**config.mk**
```make
export PLATFORM = sky130hd
export DESIGN_NAME = cache_controller
export DESIGN_NICKNAME = d
export VERILOG_FILES = /design/src/rtl/cache_controller.sv
export SDC_FILE = /design/constraint.sdc
export NUM_CORES = 1
export LEC_CHECK = 0
export ABC_AREA = 1
export ABC_CLOCK_PERIOD_IN_PS = 9500
export BUFFER_PORTS_ARGS = -buffer_cell sky130_fd_sc_hd__buf_2
export CAP_MARGIN = 20
export CORE_AREA = 8 8 160 162
export DETAILED_ROUTE_END_ITERATION = 12
export DIE_AREA = 0 0 168 170
export GPL_TIMING_DRIVEN = 0
export PLACE_DENSITY = 0.65
export SYNTH_ARGS = -nofsm -noshare
export SYNTH_HDL_FRONTEND = slang
export SYNTH_SLANG_ARGS = --single-unit
export TNS_END_PERCENT = 30
```
**constraint.sdc**
```tcl
create_clock -name clk -period 9.5 [get_ports clk]
set_clock_uncertainty 0.05 [all_clocks]
set_input_delay 1.425 -clock clk [delete_from_list [all_inputs] [get_ports clk]]
set_output_delay 1.425 -clock clk [all_outputs]
set_load 0.02 [all_outputs]
```
**src/rtl/cache_controller.sv**
```systemverilog
`default_nettype none
// +----------------------------------------------------------------------------+
// | Module   : cache_controller                                                |
// | Purpose  : Sequencing FSM for one direct-mapped cache set. Performs the    |
// |            tag lookup for core loads/stores, returns hit data, writes back |
// |            dirty victims, refills missing lines over Avalon-MM and replays |
// |            the lookup once the line is filled (write-allocate).            |
// | Optional : CACHE_BYTE_MERGE_EN -- when defined, partial write hits merge   |
// |            the enabled bytes into the existing line (MERGE state). When    |
// |            undefined, every write hit writes core_writedata whole and      |
// |            core_byteenable is ignored.                                     |
// | Ports    : clk, rst            clock, asynchronous active-high reset       |
// |            core_*              core load/store port (waitrequest style)    |
// |            set_*               lookup, hit-write and fill port of the set  |
// |            mem_*               Avalon-MM master (single-beat read/write)   |
// | Revision : 1.0  initial release                                            |
// +----------------------------------------------------------------------------+
module cache_controller #(
  parameter int CACHE_LINE_SIZE = 4,
  parameter int CACHE_SET_DEPTH = 32,
  localparam int OFFSET_WIDTH = $clog2(CACHE_LINE_SIZE),
  localparam int INDEX_WIDTH  = $clog2(CACHE_SET_DEPTH),
  localparam int TAG_WIDTH    = 32 - 2 - INDEX_WIDTH
) (
  input  logic                 clk,
  input  logic                 rst,
  // core port
  input  logic                 core_read,
  input  logic                 core_write,
  input  logic [31:0]          core_address,
  input  logic [31:0]          core_writedata,
  input  logic [3:0]           core_byteenable,
  output logic [31:0]          core_readdata,
  output logic                 core_waitrequest,
  // cache set port
  output logic                 set_read,
  output logic                 set_write,
  output logic [31:0]          set_address,
  output logic [31:0]          set_writedata,
  input  logic [31:0]          set_readdata,
  input  logic                 set_hit,
  input  logic                 set_valid,
  input  logic                 set_dirty,
  input  logic [31:0]          set_dirty_data,
  input  logic [TAG_WIDTH-1:0] set_victim_tag,
  output logic                 set_fill,
  output logic [31:0]          set_fill_address,
  output logic [31:0]          set_fill_data,
  // Avalon-MM memory port
  output logic                 mem_read,
  output logic                 mem_write,
  output logic [31:0]          mem_address,
  output logic [31:0]          mem_writedata,
  input  logic                 mem_waitrequest,
  input  logic [31:0]          mem_readdata,
  input  logic                 mem_readdatavalid
);

  localparam logic [2:0] c_IDLE        = 3'd0;
  localparam logic [2:0] c_READ_RESP   = 3'd1;
`ifdef CACHE_BYTE_MERGE_EN
  localparam logic [2:0] c_MERGE       = 3'd2;
`endif
  localparam logic [2:0] c_WRITEBACK   = 3'd3;
  localparam logic [2:0] c_REFILL_REQ  = 3'd4;
  localparam logic [2:0] c_REFILL_WAIT = 3'd5;
  localparam logic [2:0] c_FILL        = 3'd6;

  logic [2:0]             r_state;
  logic [2:0]             w_next_state;

  // Writeback command capture: r_wb_held marks that the registered copy is
  // the one being driven (every WRITEBACK cycle after the first).
  logic                   r_wb_held;
  logic [31:0]            r_wb_addr;
  logic [31:0]            r_wb_data;
  logic [31:0]            r_fill_data;

  logic [INDEX_WIDTH-1:0] w_index;
  logic [31:0]            w_victim_addr;
  logic [31:0]            w_refill_addr;
  logic                   w_read_hit;
  logic                   w_write_hit;
  logic                   w_write_done_idle;
  logic                   w_victim_dirty;
  logic [31:0]            w_hit_writedata;

  assign w_index       = core_address[OFFSET_WIDTH +: INDEX_WIDTH];
  assign w_victim_addr = {set_victim_tag, w_index, {OFFSET_WIDTH{1'b0}}};
  assign w_refill_addr = {core_address[31:OFFSET_WIDTH], {OFFSET_WIDTH{1'b0}}};

  // A read takes priority should the core ever raise both strobes.
  assign w_read_hit     = core_read & set_hit;
  assign w_write_hit    = core_write & ~core_read & set_hit;
  assign w_victim_dirty = set_valid & set_dirty;

`ifdef CACHE_BYTE_MERGE_EN
  // Only a whole-word write can finish in the lookup cycle; a partial one
  // needs the current line contents, which arrive a cycle later.
  assign w_write_done_idle = w_write_hit & (core_byteenable == 4'hF);

  always_comb begin
    w_hit_writedata = core_writedata;
    if (r_state == c_MERGE) begin
      for (int b = 0; b < 4; b++) begin
        if (!core_byteenable[b]) begin
          w_hit_writedata[8*b +: 8] = set_readdata[8*b +: 8];
        end
      end
    end
  end
`else
  logic w_unused_byteenable;

  assign w_unused_byteenable = ^core_byteenable;
  assign w_write_done_idle   = w_write_hit;
  assign w_hit_writedata     = core_writedata;
`endif

  // --------------------------------------------------------------------------
  // Next-state logic
  // --------------------------------------------------------------------------
  always_comb begin
    w_next_state = r_state;
    case (r_state)
      c_IDLE: begin
        if (core_read || core_write) begin
          if (w_read_hit) begin
            w_next_state = c_READ_RESP;
          end else if (w_write_hit) begin
`ifdef CACHE_BYTE_MERGE_EN
            w_next_state = w_write_done_idle ? c_IDLE : c_MERGE;
`else
            w_next_state = c_IDLE;
`endif
          end else if (w_victim_dirty) begin
            w_next_state = c_WRITEBACK;
          end else begin
            w_next_state = c_REFILL_REQ;
          end
        end
      end
      c_READ_RESP: w_next_state = c_IDLE;
`ifdef CACHE_BYTE_MERGE_EN
      c_MERGE:     w_next_state = c_IDLE;
`endif
      c_WRITEBACK: begin
        if (!mem_waitrequest) w_next_state = c_REFILL_REQ;
      end
      c_REFILL_REQ: begin
        if (!mem_waitrequest) w_next_state = c_REFILL_WAIT;
      end
      c_REFILL_WAIT: begin
        // Responses arriving in any other state are stale and dropped.
        if (mem_readdatavalid) w_next_state = c_FILL;
      end
      // After the fill the lookup is replayed from IDLE and now hits.
      c_FILL:  w_next_state = c_IDLE;
      default: w_next_state = c_IDLE;
    endcase
  end

  // --------------------------------------------------------------------------
  // State and capture registers
  // --------------------------------------------------------------------------
  always_ff @(posedge clk or posedge rst) begin
    if (rst) begin
      r_state     <= c_IDLE;
      r_wb_held   <= 1'b0;
      r_wb_addr   <= 32'h0;
      r_wb_data   <= 32'h0;
      r_fill_data <= 32'h0;
    end else begin
      r_state   <= w_next_state;
      r_wb_held <= (r_state == c_WRITEBACK) && mem_waitrequest;
      if ((r_state == c_WRITEBACK) && !r_wb_held) begin
        r_wb_addr <= w_victim_addr;
        r_wb_data <= set_dirty_data;
      end
      if ((r_state == c_REFILL_WAIT) && mem_readdatavalid) begin
        r_fill_data <= mem_readdata;
      end
    end
  end

  // --------------------------------------------------------------------------
  // Outputs (all decoded from the current state)
  // --------------------------------------------------------------------------
  always_comb begin
    set_address      = core_address;
    set_read         = 1'b0;
    set_write        = 1'b0;
    set_writedata    = w_hit_writedata;
    set_fill         = 1'b0;
    set_fill_address = core_address;
    set_fill_data    = r_fill_data;
    core_readdata    = 32'h0;
    core_waitrequest = 1'b1;
    mem_read         = 1'b0;
    mem_write        = 1'b0;
    mem_address      = 32'h0;
    mem_writedata    = 32'h0;

    case (r_state)
      c_IDLE: begin
        set_read = core_read | core_write;
        if (w_write_done_idle) begin
          set_write        = 1'b1;
          core_waitrequest = 1'b0;
        end
      end
      c_READ_RESP: begin
        core_readdata    = set_readdata;
        core_waitrequest = 1'b0;
      end
`ifdef CACHE_BYTE_MERGE_EN
      c_MERGE: begin
        set_write        = 1'b1;
        core_waitrequest = 1'b0;
      end
`endif
      c_WRITEBACK: begin
        // First cycle drives the live victim; later cycles the captured copy,
        // so the command cannot drift while the bus stalls.
        mem_write     = 1'b1;
        mem_address   = r_wb_held ? r_wb_addr : w_victim_addr;
        mem_writedata = r_wb_held ? r_wb_data : set_dirty_data;
      end
      c_REFILL_REQ: begin
        mem_read    = 1'b1;
        mem_address = w_refill_addr;
      end
      c_FILL: begin
        set_fill = 1'b1;
      end
      default: begin
      end
    endcase
  end

endmodule
`default_nettype wire

```
==> reports/summary.md, run 1 <==
- 0 — Post-route DRC
- finished clean — outcome
- 276 MHz — Max Freq
- flip-flop — CP startpoint kind
- 3620 ps — Min Clock Period, post-route
- sky130_fd_sc_hd__dfrtp_1 — largest area contributor in the netlist
- 10,800 um — metal2 WL
- 8030 ps — endpoint required time on the critical path
- 289 — count of routing violations after the opening detailed-route iteration
- 0.367 — utilization of the core after routing
- 7.07 sq um — Mean Syn Cell Area
- 0.381 — crit share post-route
- 168 um — die outline width
- 70 ps — clock transition at the registers of the reported paths
- 386 — PortBufs
- 0.139 — Tot GR Track Use
- 0 — residual antenna-violating net count after detailed routing
- 5820 sq um — synthesized area
- 4 — Buf/Inv on CP
- 130 uV — VDD IR max
- 0 — quantity of gates resized following cts
- flip-flop to output port — CP Class
- 6,223 — number of vias in the routed layout
- 3 — Max H-tree Level
- met5 — Highest Signal Layer
- 32,000 um — first-pass GRT wire length
- 170 um — height of the die
- 5880 ps — final setup slack of the worst path
- 0 — residual overflow from global routing
- 0.439 — layout cells sized above 1
- 1,420 — number of nets in the finished design
- 0 — total of warnings raised by yosys
- 56 — row count
- 0 ps — final setup TNS
- 28,600 sq um — Total Die Area
- 570 ps — Worst-Margin Slew
- 6,142 — via count of the first global-routing pass
- flip-flop to flip-flop — worst hold-check path type
- 45.1% — Layout area overhead
- 0.620 — Worst slew margin
- 0.421 — post-synthesis sequential area ratio
- 0.907 — final weighted congestion of routability-driven global placement
- 2,472 — final-layout fill cell count
- 5980 ps — worst slack at placement
- 10 — Critical Path Fanout Max
- no — setup repair after global routing missed its margin
- 14.0 um — wire per inst
- 2.07 mW — total power
- 98 — post-synthesis register bit count
- 2 — buffer levels on the longest clock path
- 428 — number of I/O pins
- 0 — final hold violation count
- 9 — cts bufs inserted
- 23,100 sq um — core region area
- r_state[0] — origin of the worst setup path
- 21,300 um — final WL
- 340 ps — insertion delay of the later-clocked pin in the worst-skew pair
- 350 ps — highest cell delay on the worst timing path
- sky130_fd_sc_hd__dfrtp_1 — worst-path cell with the longest stage delay
- 5 — drt first pass iters
- buffers and inverters — kind of cell adding the most delay to the critical path
- 58 — maximum number of pins on one net before global-route repair
- built — TritonCTS clock tree
- 3 — number of antenna violations at the first check in global routing
- 8100 um — met1 layer wirelength in the final routing
- r_state[2] — Worst R2R Start
- 5.44 nW — LEAKAGE
- 0.253 — effective utilization at floorplan
- set_fill_data[15] — Min-Delay Startpoint
- 17,700 um — HPWL Detailed
- buf_2 > nor2_1 > nand2_1 > inv_1 > buf_2 > nand2_1 > nand3_1 > buf_2 — critical-path cell list
- 0 — Max-cap violations
- 0 — Hold Buf Count CTS
- 2080 um — routed wire length on met3
- 823 — Gate Count Post-Synth
- 245 nW/um^2 — power density of the placed cells
- sky130_fd_sc_hd__clkbuf_16 — cell at the root of the clock tree
- 4.10 — Avg Vias per Cell
- 20 — Cell variety after synth
- 0.421 — share of the synthesized area in the top cell type
- sky130_fd_sc_hd__dfrtp_1, sky130_fd_sc_hd__nand2_1, sky130_fd_sc_hd__buf_4 — largest cells by area after synthesis
- 0 — final setup violation count
- sky130_fd_sc_hd__buf_2 — most used cell along the critical path
- 0 — final max-slew violation count
- output port — Critical Path End Type
- 2150 ps — arrival time reported for the critical path endpoint
- 0 — Post-CTS Setup Bufs
- 98 — CTS Sinks
==> final cells by class <==
cell class	instances	area (sq um)	area share
Sequential cell	98	2450	0.290
Multi-Input combinational cell	507	2130	0.252
Timing Repair Buffer	387	1960	0.232
Buffer	134	927	0.110
Tap cell	290	363	0.0429
Inverter	85	322	0.0381
Clock buffer	10	229	0.0271
Clock inverter	6	65.1	0.00770
Antenna cell	2	5.00	0.000592
==> report_power, final <==
group,leakage [nW],switching (mW),internal [mW]
registers,1.20,0.102,0.620
logic,4.10,0.648,0.336
clock network,0.143,0.162,0.205
total,5.44,0.912,1.16
==> final timing paths <==
| check | endpoint | slack [ps] | cells after the start |
|---|---|---|---|
| worst max-delay path | mem_address[18] | 5880 | 8 |
| worst min-delay path | set_fill_data[15] | 420 | 2 |
| worst max register to register | r_wb_addr[14] | 7780 | 8 |
| worst min register to register | set_fill_data[15] | 420 | 2 |
| max in group asynchronous | r_wb_addr[21] | 7620 | 3 |
| min in group asynchronous | set_fill_data[6] | 1090 | 2 |
==> synthesized netlist by cell type, drive strengths merged <==
cell / instances
inv: 85
a21oi: 1
nand2: 342
nor3: 1
conb: 1
dfrtp: 98
and2: 32
clkbuf: 4
nand4: 2
nand3: 62
buf: 130
o21ai: 17
nor2: 47
o21bai: 1
==> cells in the final DEF, fill, tap and decap left out, drive strengths merged <==
cell and n:
buf 517, nand2 342, dfrtp 98, inv 86, nand3 62, nor2 47, and2 32, o21ai 17
clkbuf 14, clkinv 3, diode 2, nand4 2, conb 2, nor3 1, a21oi 1, o21bai 1
bufinv 1, clkinvlp 1
==> metal layers <==
metal  global-route usage  up-vias
li1                     -     3155
met1                0.147     2783
met2                0.254      257
met3               0.0561       24
met4               0.0369        4
met5                    0        -
==> flip-flops by register name, summed over array words and instances (netlist names) <==
signal	count
r_state	3
r_wb_held	1
set_fill_data	32
r_wb_data	32
r_wb_addr	30
==> per-stage QoR <==
stage	hold WS, ps	instance area [sq um]	cells
detailed placement	403	8150	1501
floorplan	392	5830	824
global route	435	8450	1518
CTS	421	8440	1517
global placement	400	8120	1500
finish	416	8450	1519
==> tightest hold or removal path, delay by kind of cell, from the launching register on <==
family | cells | cell delay [ps]
and+or+nand+nor | 2 | 90
DFF | 1 | 340
==> cells by family after synthesis <==
group / after synthesis / synth area share
buffers and inverters: 219 / 0.214
AND/OR/NAND/NOR: 486 / 0.347
flip-flops: 98 / 0.421
other: 1 / 0.000644
AO/OA/AOI/OAI: 19 / 0.0168
(Power assumes the default switching activity.)
==> inputs of run 2 (changes only) <==
Settings changed: ABC_CLOCK_PERIOD_IN_PS 9500 to 3200, CORE_AREA 8 8 160 162 to 8 8 159 161, DIE_AREA 0 0 168 170 to 0 0 167 169, PLACE_DENSITY 0.65 to 0.67.
Clock period 9.5 ns to 3.2 ns, I/O delays scaled along.
==> reports/summary.md, run 2 (same netlist as run 1, synthesis figures left out) <==
- finished clean — outcome, unchanged
- 0 — Post-CTS Setup Bufs, unchanged
- 0.254 — effective utilization at floorplan, was 0.253
- 6,191 — number of vias in the routed layout, was 6,223
- 0 — final hold violation count, unchanged
- 1,420 — number of nets in the finished design, unchanged
- sky130_fd_sc_hd__clkbuf_16 — cell at the root of the clock tree, unchanged
- output port — Critical Path End Type, unchanged
- 3 — Max H-tree Level, unchanged
- 0 — residual overflow from global routing, unchanged
- 9 — cts bufs inserted, unchanged
- 10 — Critical Path Fanout Max, unchanged
- 45.9% — Layout area overhead, was 45.1%
- built — TritonCTS clock tree, unchanged
- 4.08 — Avg Vias per Cell, was 4.10
- 58 — maximum number of pins on one net before global-route repair, unchanged
- 167 um — die outline width, was 168 um
- 589 ps — Worst-Margin Slew, was 570 ps
- 2720 ps — Min Clock Period, post-route
- 0 — number of antenna violations at the first check in global routing, was 3
- 0 — Max-cap violations, unchanged
- 6,284 — via count of the first global-routing pass, was 6,142
- 0.336 — part of the power in registers, was 0.349
- flip-flop to output port — CP Class, unchanged
- 0.435 — switching power share of the total, was 0.440
- r_state[2] — origin of the worst setup path, was r_state[0]
- 428 — number of I/O pins, unchanged
- 368 MHz — Max Freq
- 0.440 — layout cells sized above 1, was 0.439
- sky130_fd_sc_hd__buf_2 — most common cell after layout, fill and taps aside, unchanged
- 0 ps — final setup TNS, unchanged
- 0.154 — Tot GR Track Use, was 0.139
- 0.202 — clock network fraction of design power, was 0.177
- 34,600 um — first-pass GRT wire length, was 32,000 um
- 2.78 mW — Net Sw Power, was 0.912 mW
- 2,458 — final-layout fill cell count, was 2,472
- 14.8 um — wire per inst, was 14.0 um
- 0 — residual antenna-violating net count after detailed routing, unchanged
- 0 — Hold Buf Count CTS, unchanged
- 22,400 um — final WL, was 21,300 um
- 22,900 sq um — core region area, was 23,100 sq um
- 5.47 nW — LEAKAGE, was 5.44 nW
- 3.61 mW — Pint, was 1.16 mW
- 0.607 — Worst slew margin, was 0.620
- 2 — buffer levels on the longest clock path, unchanged
- 0.869 — final weighted congestion of routability-driven global placement, was 0.907
- 8500 sq um — area of all placed cells without fillers, was 8450 sq um
- 344 uV — VDD IR max, was 130 uV
- 6.39 mW — total power, was 2.07 mW
- 2190 ps — arrival time reported for the critical path endpoint, was 2150 ps
- 0 — quantity of gates resized following cts, unchanged
- 350 ps — insertion delay of the later-clocked pin in the worst-skew pair, was 340 ps
- input port to asynchronous set/reset pin — worst hold-check path type, was flip-flop to flip-flop
- 56 — row count, unchanged
- flip-flop — CP startpoint kind, unchanged
- 98 — CTS Sinks, unchanged
- 4 — drt first pass iters, was 5
- no — setup repair after global routing missed its margin, unchanged
- 0 — Antenna diodes, was 2
- sky130_fd_sc_hd__buf_2, sky130_fd_sc_hd__nand2_1, sky130_fd_sc_hd__buf_4 — most frequent cells in the layout, unchanged
- 18,400 um — HPWL Detailed, was 17,700 um
- 275 — count of routing violations after the opening detailed-route iteration, was 289
- 753 nW/um^2 — power density of the placed cells, was 245 nW/um^2
- r_state[1] — Worst R2R Start, was r_state[2]
- 740 ps — worst slack at placement, was 5980 ps
- 386 — PortBufs, unchanged
- 2670 ps — endpoint required time on the critical path, was 8030 ps
- 28,200 sq um — Total Die Area, was 28,600 sq um
- 8150 sq um — area of placed instances, unchanged
- 0 — Post-route DRC, unchanged
- 0 — final max-slew violation count, unchanged
- 0.462 — part of the power in combinational logic, was 0.474
- 169 um — height of the die, was 170 um
- 70 ps — clock transition at the registers of the reported paths, about the same
- 0.849 — crit share post-route
- 0 — final setup violation count, unchanged
- 482 ps — final setup slack of the worst path, was 5880 ps
run 2: cell count changes in the layout (fill, tap and decap cells not counted), sizes merged:
cell      change
clkinv        -2
bufinv        +2
inv           +2
clkbuf        -1
clkinvlp      -1
diode         -2
run 2: final cells by class:
cell class	instances	area [sq um]	area share
timing repair buffer	387	1960	0.231
clock buffer	9	225	0.0265
tap	290	363	0.0427
clock inverter	7	121	0.0143
multi-input combinational	507	2130	0.250
buffer	134	927	0.109
sequential	98	2450	0.289
inverter	85	322	0.0378
run 2: layer usage:
metal / share of wire / up-vias / track usage
met1: 0.39 / 2756 / 0.168
met2: 0.50 / 247 / 0.273
met5: 0 / - / 0
li1: - / 3157 / -
met3: 0.087 / 31 / 0.0517
met4: 0.024 / 0 / 0.0568
run 2: final timing paths:
path | cells past startpoint | slack [ps] | endpoint
max in group asynchronous | 3 | 2260 | r_wb_addr[29]
worst max register to register | 7 | 1460 | set_fill_data[19]
worst min-delay path | 2 | 140 | set_fill_data[4]
worst min register to register | 2 | 420 | r_wb_addr[31]
min in group clk | 3 | 290 | r_wb_data[31]
worst max-delay path | 8 | 480 | mem_address[10]
run 2: stage by stage:
stage                util  hold slack (ps)  std cells
floorplan               -              392        824
CTS                 0.371              159       1517
detailed placement  0.356              405       1501
global route        0.371              189       1517
global placement    0.354              399       1500
finish              0.371              141       1517
run 2: power by group through the flow:
| stage | logic, mW | clock network [mW] | registers, mW |
|---|---|---|---|
| after floorplan | 1.72 | 0 | 2.34 |
| after global placement | 2.96 | 0 | 2.14 |
| after detailed placement | 3.01 | 0 | 2.16 |
| after CTS | 3.01 | 1.34 | 2.15 |
| after global routing | 3.30 | 1.38 | 2.22 |
| final | 2.95 | 1.29 | 2.15 |
run 2: critical path: stages (launching register included):
cell and delay (ps):
sky130_fd_sc_hd__dfrtp_1 460, sky130_fd_sc_hd__inv_2 170, sky130_fd_sc_hd__nand3_4 140, sky130_fd_sc_hd__nor2_2 220, sky130_fd_sc_hd__buf_4 230, sky130_fd_sc_hd__buf_4 240
sky130_fd_sc_hd__nand2_1 80, sky130_fd_sc_hd__nand3_1 100, sky130_fd_sc_hd__buf_2 180
==> inputs of run 3 (changes only) <==
Settings changed: ABC_CLOCK_PERIOD_IN_PS 3200 to 2550, CORE_AREA 8 8 159 161 to 8 8 160 162, DIE_AREA 0 0 167 169 to 0 0 168 170, PLACE_DENSITY 0.67 to 0.65.
Clock period 3.2 ns to 2.55 ns, I/O delays scaled along.
==> reports/summary.md, run 3 (same netlist as run 1, synthesis figures left out) <==
- finished clean — outcome, unchanged
- 21,900 um — final WL, was 22,400 um
- 1980 ps — arrival time reported for the critical path endpoint, was 2190 ps
- simple AND/OR/NAND/NOR gates — kind of cell adding the most delay to the critical path, was buffers and inverters
- built — TritonCTS clock tree, unchanged
- set_fill_data[21] — capturing point of the worst reg2reg path, was set_fill_data[19]
- 9 — cts bufs inserted, unchanged
- 0 — final max-slew violation count, unchanged
- r_state[1] — Worst R2R Start, unchanged
- 0 — final setup violation count, unchanged
- inv_2 > nand3_4 > nor2_8 > buf_6 > nand2_1 > nand3_1 > buf_2 — critical-path cell list, was inv_2 > nand3_4 > nor2_2 > buf_4 > buf_4 > nand2_1 > nand3_1 > buf_2
- 251 — count of routing violations after the opening detailed-route iteration, was 275
- 36 — maximum number of pins on one net before global-route repair, was 58
- 766 ps — Worst-Margin Slew, was 589 ps
- 70 ps — clock transition at the registers of the reported paths, about the same
- 14.4 um — wire per inst, was 14.8 um
- 0.488 — Worst slew margin, was 0.607
- 0.145 — Tot GR Track Use, was 0.154
- 2410 ps — Min Clock Period, post-route
- 5.44 nW — LEAKAGE, was 5.47 nW
- 10 — Critical Path Fanout Max, unchanged
- 914 nW/um^2 — power density of the placed cells, was 753 nW/um^2
- 7 — path depth of the worst reg2reg path, unchanged
- 0.443 — layout cells sized above 1, was 0.440
- 0 — final hold violation count, unchanged
- 0 — Max-cap violations, unchanged
- 4.09 — Avg Vias per Cell, was 4.08
- 1 — number of antenna violations at the first check in global routing, was 0
- 0 — Antenna diodes, unchanged
- 45.9% — Layout area overhead, about the same
- 460 ps — highest cell delay on the worst timing path, about the same
- flip-flop to output port — CP Class, unchanged
- 6,217 — number of vias in the routed layout, was 6,191
- 2120 ps — endpoint required time on the critical path, was 2670 ps
- flip-flop — CP startpoint kind, unchanged
- 0.253 — effective utilization at floorplan, was 0.254
- 2 — buffer levels on the longest clock path, unchanged
- 23,100 sq um — core region area, was 22,900 sq um
- sky130_fd_sc_hd__buf_2, sky130_fd_sc_hd__nand2_1, sky130_fd_sc_hd__buf_4 — most frequent cells in the layout, unchanged
- 428 — number of I/O pins, unchanged
- 56 — row count, unchanged
- 3 — Max H-tree Level, unchanged
- sky130_fd_sc_hd__clkbuf_16 — cell at the root of the clock tree, unchanged
- output port — Critical Path End Type, unchanged
- 415 MHz — Max Freq
- 170 um — height of the die, was 169 um
- 98 — CTS Sinks, unchanged
- 0.944 — crit share post-route
- 0.919 — final weighted congestion of routability-driven global placement, was 0.869
- 168 um — die outline width, was 167 um
- 28,600 sq um — Total Die Area, was 28,200 sq um
- 0 — residual antenna-violating net count after detailed routing, unchanged
- sky130_fd_sc_hd__buf_2 — most common cell after layout, fill and taps aside, unchanged
- 0 ps — final setup TNS, unchanged
- 415 uV — VDD IR max, was 344 uV
- 1,422 — number of nets in the finished design, was 1,420
- 142 ps — final setup slack of the worst path, was 482 ps
- 7.76 mW — total power, was 6.39 mW
- sky130_fd_sc_hd__dfrtp_2 — worst-path cell with the longest stage delay, was sky130_fd_sc_hd__dfrtp_1
- 18,300 um — HPWL Detailed, was 18,400 um
- 0 — residual overflow from global routing, unchanged
- 386 — PortBufs, unchanged
- 6,292 — via count of the first global-routing pass, was 6,284
- 340 ps — insertion delay of the later-clocked pin in the worst-skew pair, was 350 ps
- 880 ps — slack of the worst reg-to-reg path, was 1460 ps
- 3 — Buf/Inv on CP, was 4
- 33,100 um — first-pass GRT wire length, was 34,600 um
- 5 — drt first pass iters, was 4
- 147 ps — worst slack at placement, was 740 ps
- input port to asynchronous set/reset pin — worst hold-check path type, unchanged
- r_state[2] — origin of the worst setup path, unchanged
- 2,475 — final-layout fill cell count, was 2,458
- 0 — Post-route DRC, unchanged
run 3: changes by cell type in the layout (fill, tap and decap cells not counted), sizes merged:
cell      before  now
clkinvlp       0    2
clkinv         1    3
buf          517  515
bufinv         3    0
inv           88   86
clkbuf        13   18
run 3: where the power goes:
| part | total, mW | internal [mW] | switching (mW) |
|---|---|---|---|
| clock network | 1.31 | 0.676 | 0.636 |
| registers | 2.71 | 2.31 | 0.398 |
| logic | 3.74 | 1.29 | 2.45 |
| total | 7.76 | 4.28 | 3.48 |
run 3: through the flow:
stage	instance area, sq um	std cells	hold WS, ps	utilization
6_report	8490	1519	110	0.368
3_3_place_gp	8120	1500	400	0.352
5_1_grt	8490	1519	164	0.368
2_1_floorplan	5830	824	392	-
3_5_place_dp	8160	1502	403	0.354
4_1_cts	8470	1519	128	0.368
run 3: worst max-delay path by stage:
| stage | end | depth (start not counted) | slack (ps) |
|---|---|---|---|
| floorplan | mem_address[2] | 6 | 560 |
| global placement | r_wb_data[24] | 2 | 120 |
| detailed placement | mem_address[9] | 7 | 150 |
| CTS | mem_address[3] | 8 | 6 |
| global route | mem_address[9] | 7 | -10 |
| finish | mem_address[9] | 7 | 140 |
run 3: layer usage:
layer,global-route usage,vias up,part of all wire
met2,0.269,292,0.51
met3,0.0619,22,0.10
li1,-,3158,-
met1,0.144,2743,0.36
met4,0.0466,2,0.021
met5,0,-,0.00037
run 3: what timing repair did:
action / CTS / global route
endpoints found under the setup margin: 34 / 41
buffers inserted: 1 / 0
resized for setup: 7 / 9
hold buffers: 0 / 0
run 3: final cells by class:
cell class              instances  area [sq um]  area share
clock buffers                  10           229      0.0270
multi-input cells             507          2140       0.252
clock inverters                 6          50.0     0.00589
well taps                     290           363      0.0427
repair buffers                389          1980       0.233
flip-flops and latches         98          2450       0.289
plain buffers                 134           957       0.113
inverters                      85           323      0.0380
run 3: worst register-to-register path: cells and delay by family, from the launching register on:
kind | cells | cell delay, ps
buf+inv | 2 | 380
simple gates | 5 | 690
flops | 1 | 450
